$ cat config.mk
export PLATFORM = sky130hd
export DESIGN_NAME = apb_timer
export DESIGN_NICKNAME = d
export VERILOG_FILES = /design/src/rtl/apb_timer_pkg.sv /design/src/rtl/apb_slave_if.sv /design/src/rtl/apb_timer.sv
export SDC_FILE = /design/constraint.sdc
export NUM_CORES = 1
export LEC_CHECK = 0
export CORE_UTILIZATION = 45
export DETAILED_ROUTE_END_ITERATION = 10
export PLACE_DENSITY = 0.69
export SYNTH_ARGS = -nofsm -noshare
export SYNTH_HDL_FRONTEND = slang
export SYNTH_SLANG_ARGS = --single-unit
$ cat constraint.sdc
create_clock -name clk -period 4.9 [get_ports clk]
set_input_delay 0.98 -clock clk [delete_from_list [all_inputs] [get_ports clk]]
set_output_delay 0.98 -clock clk [all_outputs]
set_load 0.01 [all_outputs]
$ cat src/rtl/apb_timer_pkg.sv
// rtl/apb_timer_pkg.sv - register map, CTRL bit positions and APB access FSM states for apb_timer
package apb_timer_pkg;

    // Word index decoded from paddr[3:2]
    localparam logic [1:0] REG_CTRL   = 2'd0;
    localparam logic [1:0] REG_COUNT  = 2'd1;
    localparam logic [1:0] REG_CMP    = 2'd2;
    localparam logic [1:0] REG_STATUS = 2'd3;

    // CTRL bit positions; presc occupies [CTRL_PRESC_LSB +: PRESC_WIDTH]
    localparam int CTRL_EN        = 0;
    localparam int CTRL_IRQ_EN    = 1;
    localparam int CTRL_ONESHOT   = 2;
    localparam int CTRL_PRESC_LSB = 8;

    localparam logic [31:0] CMP_RESET = 32'hFFFF_FFFF;

    // Each state names the bus phase sampled on the most recent clock edge
    typedef enum logic [1:0] {
        ST_IDLE,
        ST_SETUP,
        ST_WAIT,
        ST_DONE
    } apb_state_e;

endpackage

$ cat src/rtl/apb_slave_if.sv
// rtl/apb_slave_if.sv - one-wait-state APB access FSM producing read/write strobes and the error response
module apb_slave_if
    import apb_timer_pkg::*;
(
    input  logic        clk,        // sole clock, rising edge
    input  logic        rst,        // asynchronous active-high reset
    input  logic        psel,       // slave select
    input  logic        penable,    // access phase
    input  logic        pwrite,     // 1 = write
    input  logic        access_err, // decoder verdict for the presented address/data
    input  logic [31:0] rdata,      // register read mux
    output logic [31:0] prdata,     // read data, valid with pready
    output logic        pready,     // high on the second access cycle
    output logic        pslverr,    // error response, valid with pready
    output logic        rd_en,      // first access cycle of a read: register mux is sampled
    output logic        wr_en       // commit strobe of an error-free write
);

    apb_state_e state;
    apb_state_e state_next;
    logic       first_access;

    always_ff @(posedge clk or posedge rst) begin
        if (rst) begin
            state   <= ST_IDLE;
            pready  <= 1'b0;
            pslverr <= 1'b0;
            prdata  <= '0;
        end else begin
            state   <= state_next;
            pready  <= first_access;
            pslverr <= first_access & access_err;
            prdata  <= (rd_en && !access_err) ? rdata : '0;
        end
    end

    // Dropping psel anywhere returns to IDLE, and the strobes are gated by
    // psel/penable, so an abandoned transfer leaves no trace.
    always_comb begin
        state_next   = state;
        first_access = 1'b0;
        rd_en        = 1'b0;
        wr_en        = 1'b0;
        if (!psel) begin
            state_next = ST_IDLE;
        end else if (!penable) begin
            state_next = ST_SETUP;
        end else begin
            case (state)
                ST_SETUP: begin
                    state_next   = ST_WAIT;
                    first_access = 1'b1;
                    rd_en        = !pwrite;
                end
                ST_WAIT: begin
                    // pslverr already holds this transfer's verdict here
                    state_next = ST_DONE;
                    wr_en      = pwrite & !pslverr;
                end
                default: state_next = state;
            endcase
        end
    end

endmodule

$ cat src/rtl/apb_timer.sv
// rtl/apb_timer.sv - APB-programmable 32-bit timer with prescaler, compare match, one-shot mode and level irq
module apb_timer
    import apb_timer_pkg::*;
#(
    parameter int APB_ADDR_WIDTH = 12,
    parameter int PRESC_WIDTH    = 8
) (
    input  logic                      clk,     // sole clock, rising edge
    input  logic                      rst,     // asynchronous active-high reset
    input  logic                      psel,    // slave select
    input  logic                      penable, // access phase
    input  logic                      pwrite,  // 1 = write
    input  logic [APB_ADDR_WIDTH-1:0] paddr,   // byte address
    input  logic [31:0]               pwdata,  // write data
    output logic [31:0]               prdata,  // read data, valid with pready
    output logic                      pready,  // transfer complete
    output logic                      pslverr, // error response
    output logic                      irq      // registered match & irq_en
);

    logic                   en;
    logic                   irq_en;
    logic                   oneshot;
    logic [PRESC_WIDTH-1:0] presc;
    logic [PRESC_WIDTH-1:0] presc_cnt;
    logic [31:0]            count;
    logic [31:0]            cmp;
    logic                   match;
    logic                   incremented;

    logic [1:0]  reg_sel;
    logic        access_err;
    logic        rd_en;
    logic        wr_en;
    logic [31:0] rdata;
    logic [31:0] ctrl_rd;
    logic        ctrl_wr;
    logic        count_wr;
    logic        cmp_wr;
    logic        status_wr;
    logic        tick;
    logic        hit;

    assign reg_sel    = paddr[3:2];
    assign access_err = (paddr[1:0] != 2'b00)
                     || (paddr[APB_ADDR_WIDTH-1:4] != '0)
                     || (pwrite && reg_sel == REG_STATUS && pwdata[31:1] != '0);

    apb_slave_if u_apb_if (
        .clk        (clk),
        .rst        (rst),
        .psel       (psel),
        .penable    (penable),
        .pwrite     (pwrite),
        .access_err (access_err),
        .rdata      (rdata),
        .prdata     (prdata),
        .pready     (pready),
        .pslverr    (pslverr),
        .rd_en      (rd_en),
        .wr_en      (wr_en)
    );

    assign ctrl_wr   = wr_en && reg_sel == REG_CTRL;
    assign count_wr  = wr_en && reg_sel == REG_COUNT;
    assign cmp_wr    = wr_en && reg_sel == REG_CMP;
    assign status_wr = wr_en && reg_sel == REG_STATUS;

    assign tick = en && (presc_cnt == presc);
    // Only a freshly incremented COUNT can match, so writing CMP to the
    // current COUNT, or a reload to 0 with CMP=0, does not retrigger.
    assign hit  = incremented && (count == cmp);

    always_comb begin
        ctrl_rd                                   = '0;
        ctrl_rd[CTRL_EN]                          = en;
        ctrl_rd[CTRL_IRQ_EN]                      = irq_en;
        ctrl_rd[CTRL_ONESHOT]                     = oneshot;
        ctrl_rd[CTRL_PRESC_LSB +: PRESC_WIDTH]    = presc;
        rdata = '0;
        if (rd_en) begin
            case (reg_sel)
                REG_CTRL:   rdata = ctrl_rd;
                REG_COUNT:  rdata = count;
                REG_CMP:    rdata = cmp;
                REG_STATUS: rdata = {31'd0, match};
                default:    rdata = '0;
            endcase
        end
    end

    always_ff @(posedge clk or posedge rst) begin
        if (rst) begin
            en          <= 1'b0;
            irq_en      <= 1'b0;
            oneshot     <= 1'b0;
            presc       <= '0;
            presc_cnt   <= '0;
            count       <= '0;
            cmp         <= CMP_RESET;
            match       <= 1'b0;
            incremented <= 1'b0;
            irq         <= 1'b0;
        end else begin
            if (ctrl_wr) begin
                en      <= pwdata[CTRL_EN];
                irq_en  <= pwdata[CTRL_IRQ_EN];
                oneshot <= pwdata[CTRL_ONESHOT];
                presc   <= pwdata[CTRL_PRESC_LSB +: PRESC_WIDTH];
            end else if (hit && oneshot) begin
                en <= 1'b0;
            end

            if (ctrl_wr || count_wr || tick) begin
                presc_cnt <= '0;
            end else if (en) begin
                presc_cnt <= presc_cnt + 1'b1;
            end

            // Priority: software write, then match reload, then tick
            incremented <= 1'b0;
            if (count_wr) begin
                count <= pwdata;
            end else if (hit) begin
                count <= '0;
            end else if (tick) begin
                count       <= count + 32'd1;
                incremented <= 1'b1;
            end

            if (cmp_wr) begin
                cmp <= pwdata;
            end

            if (hit) begin
                match <= 1'b1;
            end else if (status_wr && pwdata[0]) begin
                match <= 1'b0;
            end

            irq <= match & irq_en;
        end
    end

endmodule

==> impl_metrics.env, run 1 <==
export IMPL_status="completed"
export IMPL_cts_sinks=122
export IMPL_yosys_warnings=0
export IMPL_critPathMostFrequentCell="buf_4"
export IMPL_globalplace_congestion=0.853
export IMPL_maxSlewHeadroom=0.466
export IMPL_drc=0
export IMPL_clk_path_buf_depth=2
export IMPL_worst_ep_arrival_time_ps=3280
export IMPL_ctsResizeCount=0
export IMPL_grt_pass1_vias=4789
export IMPL_met1_usage=0.305
export IMPL_crit_fanout=43
export IMPL_synth_ff_type="dfrtp_1"
export IMPL_clk_insertion_delay_late_ps=420
export IMPL_tns_ps=0
export IMPL_worstSetupEndpointType="register"
export IMPL_crit_slowest_cell="clkdlybuf4s50_1"
export IMPL_worst_slack_ps=1970
export IMPL_hold_viol=0
export IMPL_via_per_inst=5.61
export IMPL_async_flop_share=1.00
export IMPL_fill_cells=1102
export IMPL_ios=84
export IMPL_use_met2=0.371
export IMPL_criticalPathCategory="input port to register"
export IMPL_syn_area_per_cell_um2=10.5
export IMPL_die_x_um=119
export IMPL_cts_hold_buf=0
export IMPL_drt_initial_drc_count=366
export IMPL_ys_top_cells_by_area="dfrtp_1 36%, dfstp_2 14%, mux2_2 7.8%"
export IMPL_use_met3=0.0517
export IMPL_routedWlPerCell_um=17.9
export IMPL_fin_crit_ps=2930
export IMPL_vias=4789
export IMPL_antenna_found_initial=0
export IMPL_die_h_um=119
export IMPL_synth_cell_types=46
export IMPL_rows=42
export IMPL_fmax_ghz=0.341
export IMPL_synthToLayoutAreaGrowth_pct=25.7
export IMPL_n_antenna_cell=0
export IMPL_portBuffers=83
export IMPL_cap_viol_max_count=0
export IMPL_vdd_drop_max_mv=0.271
export IMPL_busiest_layer="met2"
export IMPL_cts_root_buf="clkbuf_16"
export IMPL_syn_nets=639
export IMPL_fin_worst_skew_ps=6.12
export IMPL_postSynthCellCount=586
export IMPL_dp_hpwl_mm=10.6
export IMPL_grt_start_max_net_pins=123
export IMPL_setup_viol=0
export IMPL_cts_setup_buffers=0
export IMPL_nets=718
export IMPL_ys_ff_latch=122
export IMPL_worstPathRequired_ps=5240
export IMPL_design_core_area_mm2=0.0133
export IMPL_drt_pass1_iter_count=5
export IMPL_yosys_area_top_type="dfrtp_1"
export IMPL_slew_violations=0
export IMPL_synth_edff_count=0
export IMPL_drt_wl_total_mm=15.3
export IMPL_worstHoldPathType="register to register"
export IMPL_cts_buffers=17
export IMPL_synth_area_mm2=0.00618
export IMPL_power_density_mw_per_mm2=431
export IMPL_crit_chain="clkdlybuf4s50_1 -> nor2b_1 -> buf_4 -> and2_1 -> buf_4 -> nand2_1 -> o2bb2ai_1 -> a21oi_1"
export IMPL_gr_total_overflow=0
export IMPL_htree_levels=4
export IMPL_start_util=0.465
export IMPL_antenna_left=0
export IMPL_place_ws_ps=1590
export IMPL_max_stage_delay_ps=720
export IMPL_synth_top_cell_area_share=0.365
export IMPL_rsz0062_at_grt="false"
export IMPL_cp_buffers_inverters=3
export IMPL_path_clk_slew_ps=50
export IMPL_grt_total_usage=0.232
export IMPL_critPathTopFamily="buffers and inverters"
export IMPL_r2r_slack_ps=2420
export IMPL_grt_pass1_wl_mm=25.0
export IMPL_worst_pin_slew_ps=801
export IMPL_start_kind="input port"
export IMPL_drive_gt1_frac=0.193
export IMPL_cts_tree="yes"
export IMPL_dieArea_mm2=0.0142
export IMPL_ys_seq_area_frac=0.501
export IMPL_p_leak_nw=3.25
export IMPL_finalCritPeriodShare=0.599
registers in the layout, indices dropped and copies added, names as in the netlist:
| name | count |
|---|---|
| irq | 1 |
| u_apb_if.pslverr | 1 |
| irq_en | 1 |
| u_apb_if.prdata | 32 |
| oneshot | 1 |
| presc_cnt | 8 |
| count | 32 |
| en | 1 |
| incremented | 1 |
| u_apb_if.pready | 1 |
| u_apb_if.state | 2 |
| cmp | 32 |
| match | 1 |
| presc | 8 |
metrics by stage:
step	cell area (um2)	util	cells	hold WS, ps	total power [mW]
after floorplan	6180	-	586	459	1.91
after global placement	7190	0.541	822	488	2.11
after detailed placement	7190	0.541	822	501	2.14
after CTS	7760	0.584	854	514	3.36
after global routing	7760	0.584	854	533	3.50
final	7760	0.584	854	515	3.34
report_power, final:
| group | switching (mW) | leakage (nW) | internal (mW) |
|---|---|---|---|
| registers | 0.237 | 1.45 | 1.16 |
| clock network | 0.427 | 0.284 | 0.783 |
| logic | 0.401 | 1.51 | 0.332 |
| total | 1.07 | 3.25 | 2.28 |
cells in the final DEF, fill, tap and decap left out, types with 14 or more instances in the layout:
cell type,Yosys,routed
dfrtp_1,90,90
nand2_1,53,53
o21ai_0,15,15
nor2_1,58,58
xor2_1,45,45
dfstp_2,32,32
a21oi_1,14,14
nor4_1,30,30
a22oi_1,21,21
clkbuf_16,0,17
clkdlybuf4s50_1,0,83
xnor2_1,30,30
mux2_2,43,43
layout make-up:
type	instances	area, um2	area share
Timing Repair Buffer	96	941	0.121
Clock buffer	24	482	0.0621
Inverter	14	55.1	0.00709
Sequential cell	122	3090	0.398
Tap cell	176	220	0.0284
Clock inverter	8	92.6	0.0119
Multi-Input combinational cell	414	2880	0.371
Yosys cell counts, types with 13 or more instances:
| master | n |
|---|---|
| a21oi_1 | 14 |
| nor4_1 | 30 |
| xor2_1 | 45 |
| nor2_1 | 58 |
| o21ai_0 | 15 |
| xnor2_1 | 30 |
| dfstp_2 | 32 |
| inv_1 | 14 |
| a22oi_1 | 21 |
| dfrtp_1 | 90 |
| clkbuf_1 | 25 |
| mux2_2 | 43 |
| mux2i_1 | 13 |
| nand2_1 | 53 |
layer usage:
metal | vias up | wire, um
met5 | - | 0
met4 | 0 | 323
met3 | 29 | 824
met2 | 158 | 7450
met1 | 2393 | 6700
li1 | 2209 | -
kinds of logic after synthesis:
logic type                 Yosys count  share of synthesized area
AOI/OAI and AO/OA                   76                     0.0800
xor gates and xnor gates            75                      0.106
adders and majority gates            4                    0.00810
buffers and inverters               50                     0.0334
DFF                                122                      0.501
muxes                               57                      0.103
and+or+nand+nor                    202                      0.168
path summary, 6_finish.rpt:
path / cells past startpoint / end / startpoint
setup / recovery: 8 / count[9]$_DFFE_PP0P_ / paddr[3]
hold / removal: 1 / match$_DFFE_PP0P_ / match$_DFFE_PP0P_
setup reg to reg: 7 / count[20]$_DFFE_PP0P_ / cmp[17]$_DFFE_PP1P_
hold reg to reg: 1 / match$_DFFE_PP0P_ / match$_DFFE_PP0P_
max in group asynchronous: 3 / count[0]$_DFFE_PP0P_ / rst
min in group asynchronous: 3 / u_apb_if.prdata[22]$_DFF_PP0_ / rst
Note: power is estimated with default switching activity, not from simulation.
==> inputs of run 2 (changes only) <==
PLACE_DENSITY = 0.71   (was 0.69)
clock period = 2.6 ns   (was 4.9 ns; I/O delays follow)
==> impl_metrics.env, run 2 (same netlist as run 1, synthesis figures left out) <==
export IMPL_status="completed"
export IMPL_cts_root_buf="clkbuf_16"
export IMPL_grt_pass1_vias=4881
export IMPL_worst_ep_arrival_time_ps=2580
export IMPL_vdd_drop_max_mv=0.619
export IMPL_cts_hold_buf=0
export IMPL_grt_total_usage=0.243
export IMPL_cts_tree="yes"
export IMPL_power_mw=6.50
export IMPL_drt_pass1_iter_count=5
export IMPL_globalplace_congestion=0.849
export IMPL_max_stage_delay_ps=610
export IMPL_hold_viol=0
export IMPL_nets=732
export IMPL_drt_wl_total_mm=15.7
export IMPL_cp_buffers_inverters=0
export IMPL_cts_sinks=122
export IMPL_antenna_found_initial=0
export IMPL_gr_total_overflow=0
export IMPL_fill_cells=1087
export IMPL_portBuffers=83
export IMPL_power_density_mw_per_mm2=817
export IMPL_mostFrequentLayoutCells="90 x dfrtp_1, 83 x clkdlybuf4s50_1, 58 x nor2_1"
export IMPL_die_x_um=119
export IMPL_rsz0062_at_grt="false"
export IMPL_path_clk_slew_ps=60
export IMPL_worstSetupEndpointType="register"
export IMPL_antenna_left=0
export IMPL_worstHoldPathType="input port to asynchronous set/reset pin"
export IMPL_critPathTopFamily="simple AND/OR/NAND/NOR gates"
export IMPL_clk_path_buf_depth=2
export IMPL_setup_viol=0
export IMPL_fin_crit_ps=2280
export IMPL_design_core_area_mm2=0.0133
export IMPL_slew_violations=0
export IMPL_htree_levels=4
export IMPL_finalCritPeriodShare=0.876
export IMPL_cts_setup_buffers=0
export IMPL_fmax_ghz=0.439
export IMPL_crit_fanout=9
export IMPL_via_per_inst=5.56
export IMPL_p_leak_nw=3.36
export IMPL_start_util=0.465
export IMPL_synthToLayoutAreaGrowth_pct=28.9
export IMPL_n_antenna_cell=0
export IMPL_maxSlewHeadroom=0.612
export IMPL_ctsResizeCount=0
export IMPL_cts_buffers=17
export IMPL_drt_initial_drc_count=352
export IMPL_die_h_um=119
export IMPL_drc=0
export IMPL_tns_ps=0
export IMPL_worstPathRequired_ps=2900
export IMPL_start_kind="register"
export IMPL_worst_pin_slew_ps=579
export IMPL_crit_slowest_cell="or4_4"
export IMPL_fin_worst_skew_ps=10.4
export IMPL_dieArea_mm2=0.0142
export IMPL_vias=4823
export IMPL_drive_gt1_frac=0.215
export IMPL_cap_viol_max_count=0
export IMPL_final_common_cell="dfrtp_1"
export IMPL_crit_chain="nand3_4 -> or4_4 -> or2_1 -> nor4_4 -> xnor2_1 -> o21ai_1"
export IMPL_rows=42
export IMPL_ios=84
export IMPL_dp_hpwl_mm=11.1
export IMPL_routedWlPerCell_um=18.1
export IMPL_criticalPathCategory="register to register"
export IMPL_grt_start_max_net_pins=47
export IMPL_clk_insertion_delay_late_ps=420
export IMPL_grt_pass1_wl_mm=26.1
export IMPL_reg_top3="cmp x32, count x32, u_apb_if.prdata x32"
==> run 2: final timing paths <==
| kind | start | to | slack [ps] | cells after the start |
|---|---|---|---|---|
| max | count[8]$_DFFE_PP0P_ | count[28]$_DFFE_PP0P_ | 320 | 6 |
| min | rst | u_apb_if.prdata[26]$_DFF_PP0_ | 460 | 2 |
| max reg2reg | count[8]$_DFFE_PP0P_ | count[28]$_DFFE_PP0P_ | 320 | 6 |
| min reg2reg | match$_DFFE_PP0P_ | match$_DFFE_PP0P_ | 490 | 1 |
| max in group asynchronous | rst | cmp[18]$_DFFE_PP1P_ | 1450 | 3 |
| min in group clk | match$_DFFE_PP0P_ | match$_DFFE_PP0P_ | 490 | 1 |
==> run 2: layer usage <==
layer / vias up / share of wire / routed length (um) / track usage
li1: 2239 / - / - / -
met1: 2416 / 0.45 / 7010 / 0.320
met2: 141 / 0.48 / 7620 / 0.387
met3: 27 / 0.051 / 800 / 0.0575
met4: 0 / 0.019 / 306 / 0.0941
met5: - / 0 / 0 / 0
==> run 2: through the flow <==
stage | area (um2) | setup slack [ps] | hold slack (ps) | instances | util
floorplan | 6180 | 394 | 459 | 586 | -
CTS | 7960 | 312 | 463 | 868 | 0.599
finish | 7960 | 321 | 462 | 868 | 0.599
global placement | 7330 | 294 | 476 | 836 | 0.551
detailed placement | 7330 | 255 | 485 | 836 | 0.551
global route | 7960 | 169 | 488 | 868 | 0.599
==> run 2: area by class of cell <==
class / instances / area [um2] / share of cell area
Timing Repair Buffer: 110 / 1080 / 0.136
Inverter: 14 / 56.3 / 0.00707
Sequential cell: 122 / 3090 / 0.388
Tap cell: 176 / 220 / 0.0277
Clock inverter: 6 / 80.1 / 0.0101
Multi-Input combinational cell: 414 / 2880 / 0.362
Clock buffer: 26 / 549 / 0.0690
==> run 2: power breakdown <==
part           internal, mW  switching [mW]  total (mW)  leakage (nW)
clock                  1.63           0.827        2.46         0.318
sequential             2.19           0.436        2.63          1.45
combinational         0.647           0.768        1.42          1.59
total                  4.47            2.03        6.50          3.36
==> run 2: worst reg2reg max path, cell delays in order, from the launching register on <==
cell	delay, ps
dfrtp_1	510
nand3_4	160
or4_4	610
or2_1	400
nor4_4	270
xnor2_1	140
o21ai_1	70
==> inputs of run 3 (changes only) <==
CORE_UTILIZATION = 25   (was 45)
PLACE_DENSITY = 0.45   (was 0.71)
==> impl_metrics.env, run 3 (same netlist as run 1, synthesis figures left out) <==
export IMPL_drive_gt1_frac=0.217
export IMPL_htree_levels=4
export IMPL_nets=740
export IMPL_fill_cells=2483
export IMPL_hold_viol=0
export IMPL_worstPathRequired_ps=2900
export IMPL_p_int_mw=4.62
export IMPL_critPathTopFamily="simple AND/OR/NAND/NOR gates"
export IMPL_rr_worst_depth=8
export IMPL_fmax_ghz=0.431
export IMPL_drt_wl_total_mm=17.9
export IMPL_antenna_found_initial=0
export IMPL_antenna_left=0
export IMPL_routedWlPerCell_um=17.5
export IMPL_worstSetupEndpointType="register"
export IMPL_crit_chain="xor2_1 -> nor4_1 -> buf_4 -> nand3_1 -> nor3_2 -> or2_2 -> buf_12 -> o21ai_0"
export IMPL_grt_total_usage=0.147
export IMPL_clk_insertion_delay_late_ps=420
export IMPL_worst_ep_arrival_time_ps=2610
export IMPL_criticalPathCategory="register to register"
export IMPL_via_per_inst=4.64
export IMPL_start_util=0.255
export IMPL_cp_buffers_inverters=2
export IMPL_dieArea_mm2=0.0253
export IMPL_final_cell_area_mm2=0.00819
export IMPL_final_common_cell="dfrtp_1"
export IMPL_cts_hold_buf=0
export IMPL_worst_pin_slew_ps=699
export IMPL_grt_pass1_vias=5036
export IMPL_tns_ps=0
export IMPL_rows=57
export IMPL_worstHoldPathType="input port to asynchronous set/reset pin"
export IMPL_p_leak_nw=3.38
export IMPL_cts_setup_buffers=0
export IMPL_p_sw_frac=0.312
export IMPL_cap_viol_max_count=0
export IMPL_die_x_um=159
export IMPL_timing_rr_start="count[14]$_DFFE_PP0P_"
export IMPL_cts_sinks=122
export IMPL_globalplace_congestion=0.786
export IMPL_cts_root_buf="clkbuf_16"
export IMPL_power_mw=6.71
export IMPL_multi_input_comb_area_mm2=0.00288
export IMPL_mostFrequentLayoutCells="90 x dfrtp_1, 83 x clkdlybuf4s50_1, 58 x nor2_1"
export IMPL_max_stage_delay_ps=450
export IMPL_r2r_end="count[20]$_DFFE_PP0P_"
export IMPL_reg_top3="cmp x32, count x32, u_apb_if.prdata x32"
export IMPL_grt_pass1_wl_mm=28.7
export IMPL_clk_path_buf_depth=2
export IMPL_clockPowerShare=0.388
export IMPL_hold_worst_slack_ps=325
export IMPL_cts_buffers=17
export IMPL_vdd_drop_max_mv=0.332
export IMPL_maxSlewHeadroom=0.534
export IMPL_grt_start_max_net_pins=121
export IMPL_seqCellArea_mm2=0.00309
export IMPL_gr_total_overflow=0
export IMPL_finalCritPeriodShare=0.892
export IMPL_cts_tree="yes"
export IMPL_drt_pass1_iter_count=4
export IMPL_start_kind="register"
export IMPL_drt_initial_drc_count=279
export IMPL_fin_worst_skew_ps=10.6
export IMPL_fin_crit_ps=2320
export IMPL_portBuffers=83
export IMPL_n_antenna_cell=0
export IMPL_setup_viol=0
export IMPL_dp_hpwl_mm=12.7
export IMPL_status="completed"
export IMPL_crit_slowest_cell="dfrtp_1"
export IMPL_placedInstanceArea_mm2=0.00755
export IMPL_path_clk_slew_ps=60
export IMPL_slew_violations=0
export IMPL_switchingPower_mw=2.09
export IMPL_power_density_mw_per_mm2=820
export IMPL_die_h_um=159
export IMPL_ctsResizeCount=0
export IMPL_seqPwrFrac=0.388
export IMPL_synthToLayoutAreaGrowth_pct=32.6
export IMPL_rsz0062_at_grt="false"
export IMPL_combPwrFrac=0.225
export IMPL_r2r_slack_ps=280
export IMPL_crit_fanout=16
export IMPL_ios=84
export IMPL_design_core_area_mm2=0.0242
export IMPL_drc=0
export IMPL_vias=4756
-- run 3: cell count changes in the layout (fill, tap and decap cells not counted) --
cell and change:
buf_4 +10, clkbuf_8 -7, clkbuf_1 +5, bufinv_16 +3, buf_12 -2, clkinv_2 -1
-- run 3: through the flow --
stage	instances	util	setup slack, ps
2_1_floorplan	586	-	394
3_3_place_gp	992	0.311	225
3_5_place_dp	992	0.311	212
4_1_cts	1024	0.338	269
5_1_grt	1024	0.338	142
6_report	1024	0.338	282
-- run 3: final cells by class --
type | count | share of cell area
clock buffers | 24 | 0.0576
multi-input cells | 414 | 0.352
inverters | 14 | 0.00688
clock inverters | 8 | 0.0202
repair buffers | 118 | 0.137
flip-flops and latches | 122 | 0.378
well taps | 324 | 0.0495
-- run 3: worst max path at each step --
| stage | from | end | slack (ps) | depth (start not counted) |
|---|---|---|---|---|
| 2_1_floorplan | paddr[2] | count[0]$_DFFE_PP0P_ | 390 | 8 |
| 3_3_place_gp | penable | irq_en$_DFFE_PP0P_ | 230 | 6 |
| 3_5_place_dp | penable | presc[1]$_DFFE_PP0P_ | 210 | 6 |
| 4_1_cts | count[14]$_DFFE_PP0P_ | count[20]$_DFFE_PP0P_ | 270 | 8 |
| 5_1_grt | count[14]$_DFFE_PP0P_ | count[30]$_DFFE_PP0P_ | 140 | 8 |
| 6_report | count[14]$_DFFE_PP0P_ | count[20]$_DFFE_PP0P_ | 280 | 8 |
-- run 3: power by group through the flow --
stage,clock network (mW),logic (mW),registers (mW)
6_report,2.60,1.51,2.60
5_1_grt,2.76,1.65,2.66
4_1_cts,2.66,1.52,2.60
3_5_place_dp,0,1.51,2.63
3_3_place_gp,0,1.49,2.62
2_1_floorplan,0,1.10,2.50
-- run 3: per-layer routing --
| metal | GRT usage | routed length (um) |
|---|---|---|
| met3 | 0.0359 | 681 |
| met5 | 0 | 0 |
| met4 | 0.0306 | 163 |
| met2 | 0.241 | 8550 |
| met1 | 0.197 | 8500 |
-- run 3: worst reg2reg max path, delay by kind of cell (launching register included) --
kind,cells,cell delay (ps)
simple gates,4,1120
flops,1,450
buf+inv,2,340
xor+xnor,1,190
compound gates,1,110
